[src/rtl/tx_arbiter.sv]
// Round-robin arbiter that shares one UART transmitter between N_REQ byte producers.
// Latches the winning byte, drives Start into tx, follows TX_BUSY through the frame and returns ACK/ERR.
module tx_arbiter #(
    parameter int N_REQ    = 4,
    parameter int DATA_W   = 8,
    parameter int START_TO = 16
) (
    input  logic                    CLK,
    input  logic                    RSTn,
    input  logic [N_REQ-1:0]        REQ,
    input  logic [N_REQ*DATA_W-1:0] DATA,
    output logic [N_REQ-1:0]        GNT,
    output logic [N_REQ-1:0]        ACK,
    output logic                    ERR,
    output logic                    TX_START,
    output logic [DATA_W-1:0]       TX_DATA,
    input  logic                    TX_BUSY
);

    localparam int PTR_W = (N_REQ > 1) ? $clog2(N_REQ) : 1;
    localparam int CNT_W = $clog2(START_TO);

    typedef enum logic [1:0] {IDLE, START, SEND, DONE} state_t;

    state_t               state_q, state_d;
    logic [PTR_W-1:0]     ptr_q, ptr_d;
    logic [CNT_W-1:0]     cnt_q, cnt_d;
    logic [N_REQ-1:0]     gnt_q, gnt_d;
    logic [N_REQ-1:0]     ack_q, ack_d;
    logic                 err_q, err_d;
    logic                 tx_start_q, tx_start_d;
    logic [DATA_W-1:0]    tx_data_q, tx_data_d;

    logic [DATA_W-1:0]    data_arr [N_REQ];
    logic                 found;
    logic [PTR_W-1:0]     win;
    logic [PTR_W-1:0]     idx_w;
    int                   idx;

    for (genvar g = 0; g < N_REQ; g++) begin : g_unpack
        assign data_arr[g] = DATA[g*DATA_W +: DATA_W];
    end

    // Search ptr+1, ptr+2, ... so the last winner has lowest priority next time.
    always_comb begin
        found = 1'b0;
        win   = ptr_q;
        idx   = 0;
        idx_w = '0;
        for (int i = 1; i <= N_REQ; i++) begin
            idx   = (int'(ptr_q) + i) % N_REQ;
            idx_w = PTR_W'(idx);
            if (!found && REQ[idx_w]) begin
                found = 1'b1;
                win   = idx_w;
            end
        end
    end

    always_comb begin
        state_d    = state_q;
        ptr_d      = ptr_q;
        cnt_d      = cnt_q;
        gnt_d      = gnt_q;
        ack_d      = '0;
        err_d      = 1'b0;
        tx_start_d = tx_start_q;
        tx_data_d  = tx_data_q;
        unique case (state_q)
            IDLE: begin
                // A frame still running (e.g. from before reset) blocks new grants.
                if (found && !TX_BUSY) begin
                    gnt_d      = N_REQ'(1) << win;
                    tx_data_d  = data_arr[win];
                    tx_start_d = 1'b1;
                    ptr_d      = win;
                    cnt_d      = '0;
                    state_d    = START;
                end
            end
            START: begin
                if (TX_BUSY) begin
                    tx_start_d = 1'b0;
                    state_d    = SEND;
                end else if (cnt_q == CNT_W'(START_TO - 1)) begin
                    tx_start_d = 1'b0;
                    gnt_d      = '0;
                    err_d      = 1'b1;
                    state_d    = IDLE;
                end else begin
                    cnt_d = cnt_q + 1'b1;
                end
            end
            SEND: begin
                if (!TX_BUSY) begin
                    gnt_d   = '0;
                    ack_d   = N_REQ'(1) << ptr_q;
                    state_d = DONE;
                end
            end
            DONE: begin
                state_d = IDLE;
            end
            default: state_d = IDLE;
        endcase
    end

    always_ff @(posedge CLK or negedge RSTn) begin
        if (!RSTn) begin
            state_q    <= IDLE;
            ptr_q      <= PTR_W'(N_REQ - 1);
            cnt_q      <= '0;
            gnt_q      <= '0;
            ack_q      <= '0;
            err_q      <= 1'b0;
            tx_start_q <= 1'b0;
            tx_data_q  <= '0;
        end else begin
            state_q    <= state_d;
            ptr_q      <= ptr_d;
            cnt_q      <= cnt_d;
            gnt_q      <= gnt_d;
            ack_q      <= ack_d;
            err_q      <= err_d;
            tx_start_q <= tx_start_d;
            tx_data_q  <= tx_data_d;
        end
    end

    assign GNT      = gnt_q;
    assign ACK      = ack_q;
    assign ERR      = err_q;
    assign TX_START = tx_start_q;
    assign TX_DATA  = tx_data_q;

endmodule

[config.mk]
export PLATFORM = sky130hd
export DESIGN_NAME = tx_arbiter
export DESIGN_NICKNAME = d
export VERILOG_FILES = /design/src/rtl/tx_arbiter.sv
export SDC_FILE = /design/constraint.sdc
export NUM_CORES = 1
export LEC_CHECK = 0
export ABC_AREA = 1
export BUFFER_PORTS_ARGS = -buffer_cell sky130_fd_sc_hd__buf_2
export CELL_PAD_IN_SITES_DETAIL_PLACEMENT = 0
export CELL_PAD_IN_SITES_GLOBAL_PLACEMENT = 1
export CORE_MARGIN = 2
export CORE_UTILIZATION = 38
export CTS_CLUSTER_DIAMETER = 60
export DETAILED_ROUTE_END_ITERATION = 7
export PLACE_DENSITY_LB_ADDON = 0.1
export SLEW_MARGIN = 5
export SYNTH_ARGS = -nofsm -noshare
export SYNTH_HDL_FRONTEND = slang
export SYNTH_SLANG_ARGS = --single-unit
[constraint.sdc]
create_clock -name CLK -period 3.4 [get_ports CLK]
set_input_delay 0.17 -clock CLK [delete_from_list [all_inputs] [get_ports CLK]]
set_output_delay 0.17 -clock CLK [all_outputs]
set_load 0.02 [all_outputs]
==> reports/metrics.csv <==
metric,value,unit
status,"complete, no violations",
area_growth,19.3,%
synth_top_cell_by_area,dfrtp_1,
netlist_area,1820,um2
drc,0,
synth_area_leaders,"dfrtp_1, nand2_1, nand3_1",
ys_seq_area_share,35.9,%
reg2reg_depth,13,
fin_skew,0.00496,ns
synth_nets,303,
p_sw_share,54.6,%
die_y,73.2,um
path_max_fanout,20,
synth-edff-count,0,
slew_headroom,59.7,%
cp-start-kind,flop,
avgRoutedWirePerCell,11.6,um
dieArea,5350,um2
root_buffer,clkbuf_8,
track_usage,16.8,%
n_antenna_cell,0,
cp.required,3.56,ns
grt_pass1_vias,1680,
ios,57,
cts_tree,yes,
drtIter0Drc,45,
crit_chain,inv_8 > ha_1 > inv_1 > nand2_2 > nand2_1 > inv_2 > nand2_2 > nand2_4 > nand2_4 > nand2_1 > nand3_1 > nand3_1 > nand2_1,
fillers,489,
slew_viol_final,0,
min_to,ERR$_DFF_PN0_,
initial_utilization,39.0,%
p_int,1.03,mW
worst_pin_slew,0.605,ns
cts_buffer_depth,2,
via_per_inst,4.70,
die_w,73.2,um
setup_viol,0,
path_clk_slew,0.09,ns
layout.nets,358,
vias,1705,
rr_endpoint,TX_DATA[1]$_DFFE_PN0P_,
grt_pass1_wl,7.31,mm
critPathCaptureType,flop,
hp-class,input port to flop,
place_hpwl,3.30,mm
max_freq,0.419,GHz
place.gp.congestion,0.831,
holdPathStages,2,
avgSynthCellArea,7.13,um2
path_common_cell,nand2_1,
holdCritStartpoint,TX_BUSY,
power_frac_seq,22.8,%
arrival,2.54,ns
synth_seq_cells,26,
routed_wl,4.20,mm
rows,25,
clk_latency,0.27,ns
power_switching,1.25,mW
ys_warn_count,0,
io_buffers,56,
yosysTopAreaCellShare,33.0,%
power_density,1050,nW/um2
comb_power_share,68.4,%
p_leak,1.25,nW
crit_family,simple AND/OR/NAND/NOR gates,
path_buf_inv,3,
yosysMostFrequentCell,nand2_1,
core_area,4660,um2
synthFlopType,dfrtp_1,
regArea,653,um2
grt_remaining_overflow,0,
drive_above_1_share,26.5,%
cts_num_sinks,26,
period_minus_slack,2.38,ns
post-place-ws,1.02,ns
rsz0062_at_grt,false,
hold_viol_final,0,
max_stage_delay,0.70,ns
cts_made_buffers,3,
cts_resized,0,
multi_input_area,1000,um2
setup_slack,1.02,ns
drt_first_pass_iters,4,
antenna_found_initial,0,
setup_tns,0,ns
clkPwrFrac,8.8,%
critPathSlowestCell,dfstp_2,
async_flop_share,100,%
syn_inst,255,
synth_cell_types,27,
grt_max_degree,27,
r2r-start,ptr_q[0]$_DFFE_PN1P_,
critPathKind,flop to flop,
cap_violations,0,
vdd_drop_max,0.000561,V
synth_top_cells_by_count,"nand2_1, nand3_1, dfrtp_1",
reg2reg_slack,1.02,ns
finalCritPeriodShare,70.1,%
htreeDepth,1,
ant_nets,0,
[state kept, by name (all words and copies together), names as in the netlist, named ones only]
| register | flops |
|---|---|
| ERR | 1 |
| GNT | 4 |
| state_q | 1 |
| TX_DATA | 8 |
| cnt_q | 4 |
| TX_START | 1 |
| ACK | 4 |
| ptr_q | 2 |
[kinds of logic (layout without fill, tap and decap cells)]
logic type | Yosys count | count (layout) | share of synthesized area (%)
compound gates | 11 | 11 | 3.23
xor+xnor | 1 | 1 | 0.482
fa+ha+maj | 9 | 9 | 6.19
buf+inv | 32 | 86 | 9.02
flops | 26 | 26 | 35.9
simple gates | 176 | 176 | 45.1
[per-layer routing]
metal	global-route usage (%)	wire, um	up-vias
met5	0	0	-
met4	3.70	31	0
met3	1.66	212	2
met2	29.1	1930	53
met1	22.6	2030	724
li1	-	-	926
[power groups by stage]
stage | sequential [mW] | combinational (mW) | clock, mW
after floorplan | 0.577 | 1.30 | 0
after global placement | 0.527 | 1.59 | 0
after detailed placement | 0.528 | 1.58 | 0
after CTS | 0.522 | 1.59 | 0.207
after global routing | 0.536 | 1.80 | 0.215
final | 0.519 | 1.56 | 0.201
[worst max path at each step]
stage                                    start                     end  slack [ns]  depth (start not counted)
after global routing      ptr_q[0]$_DFFE_PN1P_  TX_DATA[4]$_DFFE_PN0P_        0.82                         13
final                     ptr_q[0]$_DFFE_PN1P_  TX_DATA[1]$_DFFE_PN0P_        1.02                         13
after detailed placement  ptr_q[0]$_DFFE_PN1P_  TX_DATA[3]$_DFFE_PN0P_        1.02                         13
after floorplan           ptr_q[0]$_DFFE_PN1P_  TX_DATA[0]$_DFFE_PN0P_        1.33                         14
after CTS                 ptr_q[0]$_DFFE_PN1P_  TX_DATA[1]$_DFFE_PN0P_        1.00                         13
after global placement    ptr_q[0]$_DFFE_PN1P_  TX_DATA[4]$_DFFE_PN0P_        1.03                         13
[cell type report]
| type | instances | area share [%] |
|---|---|---|
| Inverter | 25 | 4.67 |
| Timing Repair Buffer | 57 | 13.4 |
| Tap cell | 54 | 3.12 |
| Sequential cell | 26 | 30.1 |
| Multi-Input combinational cell | 197 | 46.2 |
| Clock buffer | 4 | 2.54 |
[cells in the final DEF (no fill, tap or decap), drive strengths merged]
cell         count
a21oi            3
buf             56
clkbuf           4
clkinv           1
dfrtp           24
dfstp            2
dlygate4sd3      1
ha               9
inv             24
nand2           93
nand3           61
nand3b           1
nand4            2
nor2            16
nor3             2
o21ai            8
or2              1
xor2             1
[per-stage QoR]
step	std cells	util, %	instance area, um2	hold slack (ns)	power [mW]
floorplan	255	-	1820	-0.126	1.88
global placement	358	45.1	2100	0.217	2.12
detailed placement	358	45.1	2100	0.218	2.11
CTS	363	46.5	2170	0.108	2.32
global route	363	46.5	2170	0.131	2.55
finish	363	46.5	2170	0.115	2.28
[what timing repair did]
item,CTS,global route
endpoints found under the setup margin,0,0
hold buffers,1,0
hold endpoints to repair,24,0
setup buffers,0,0
Note: power is estimated with default switching activity, not from simulation.
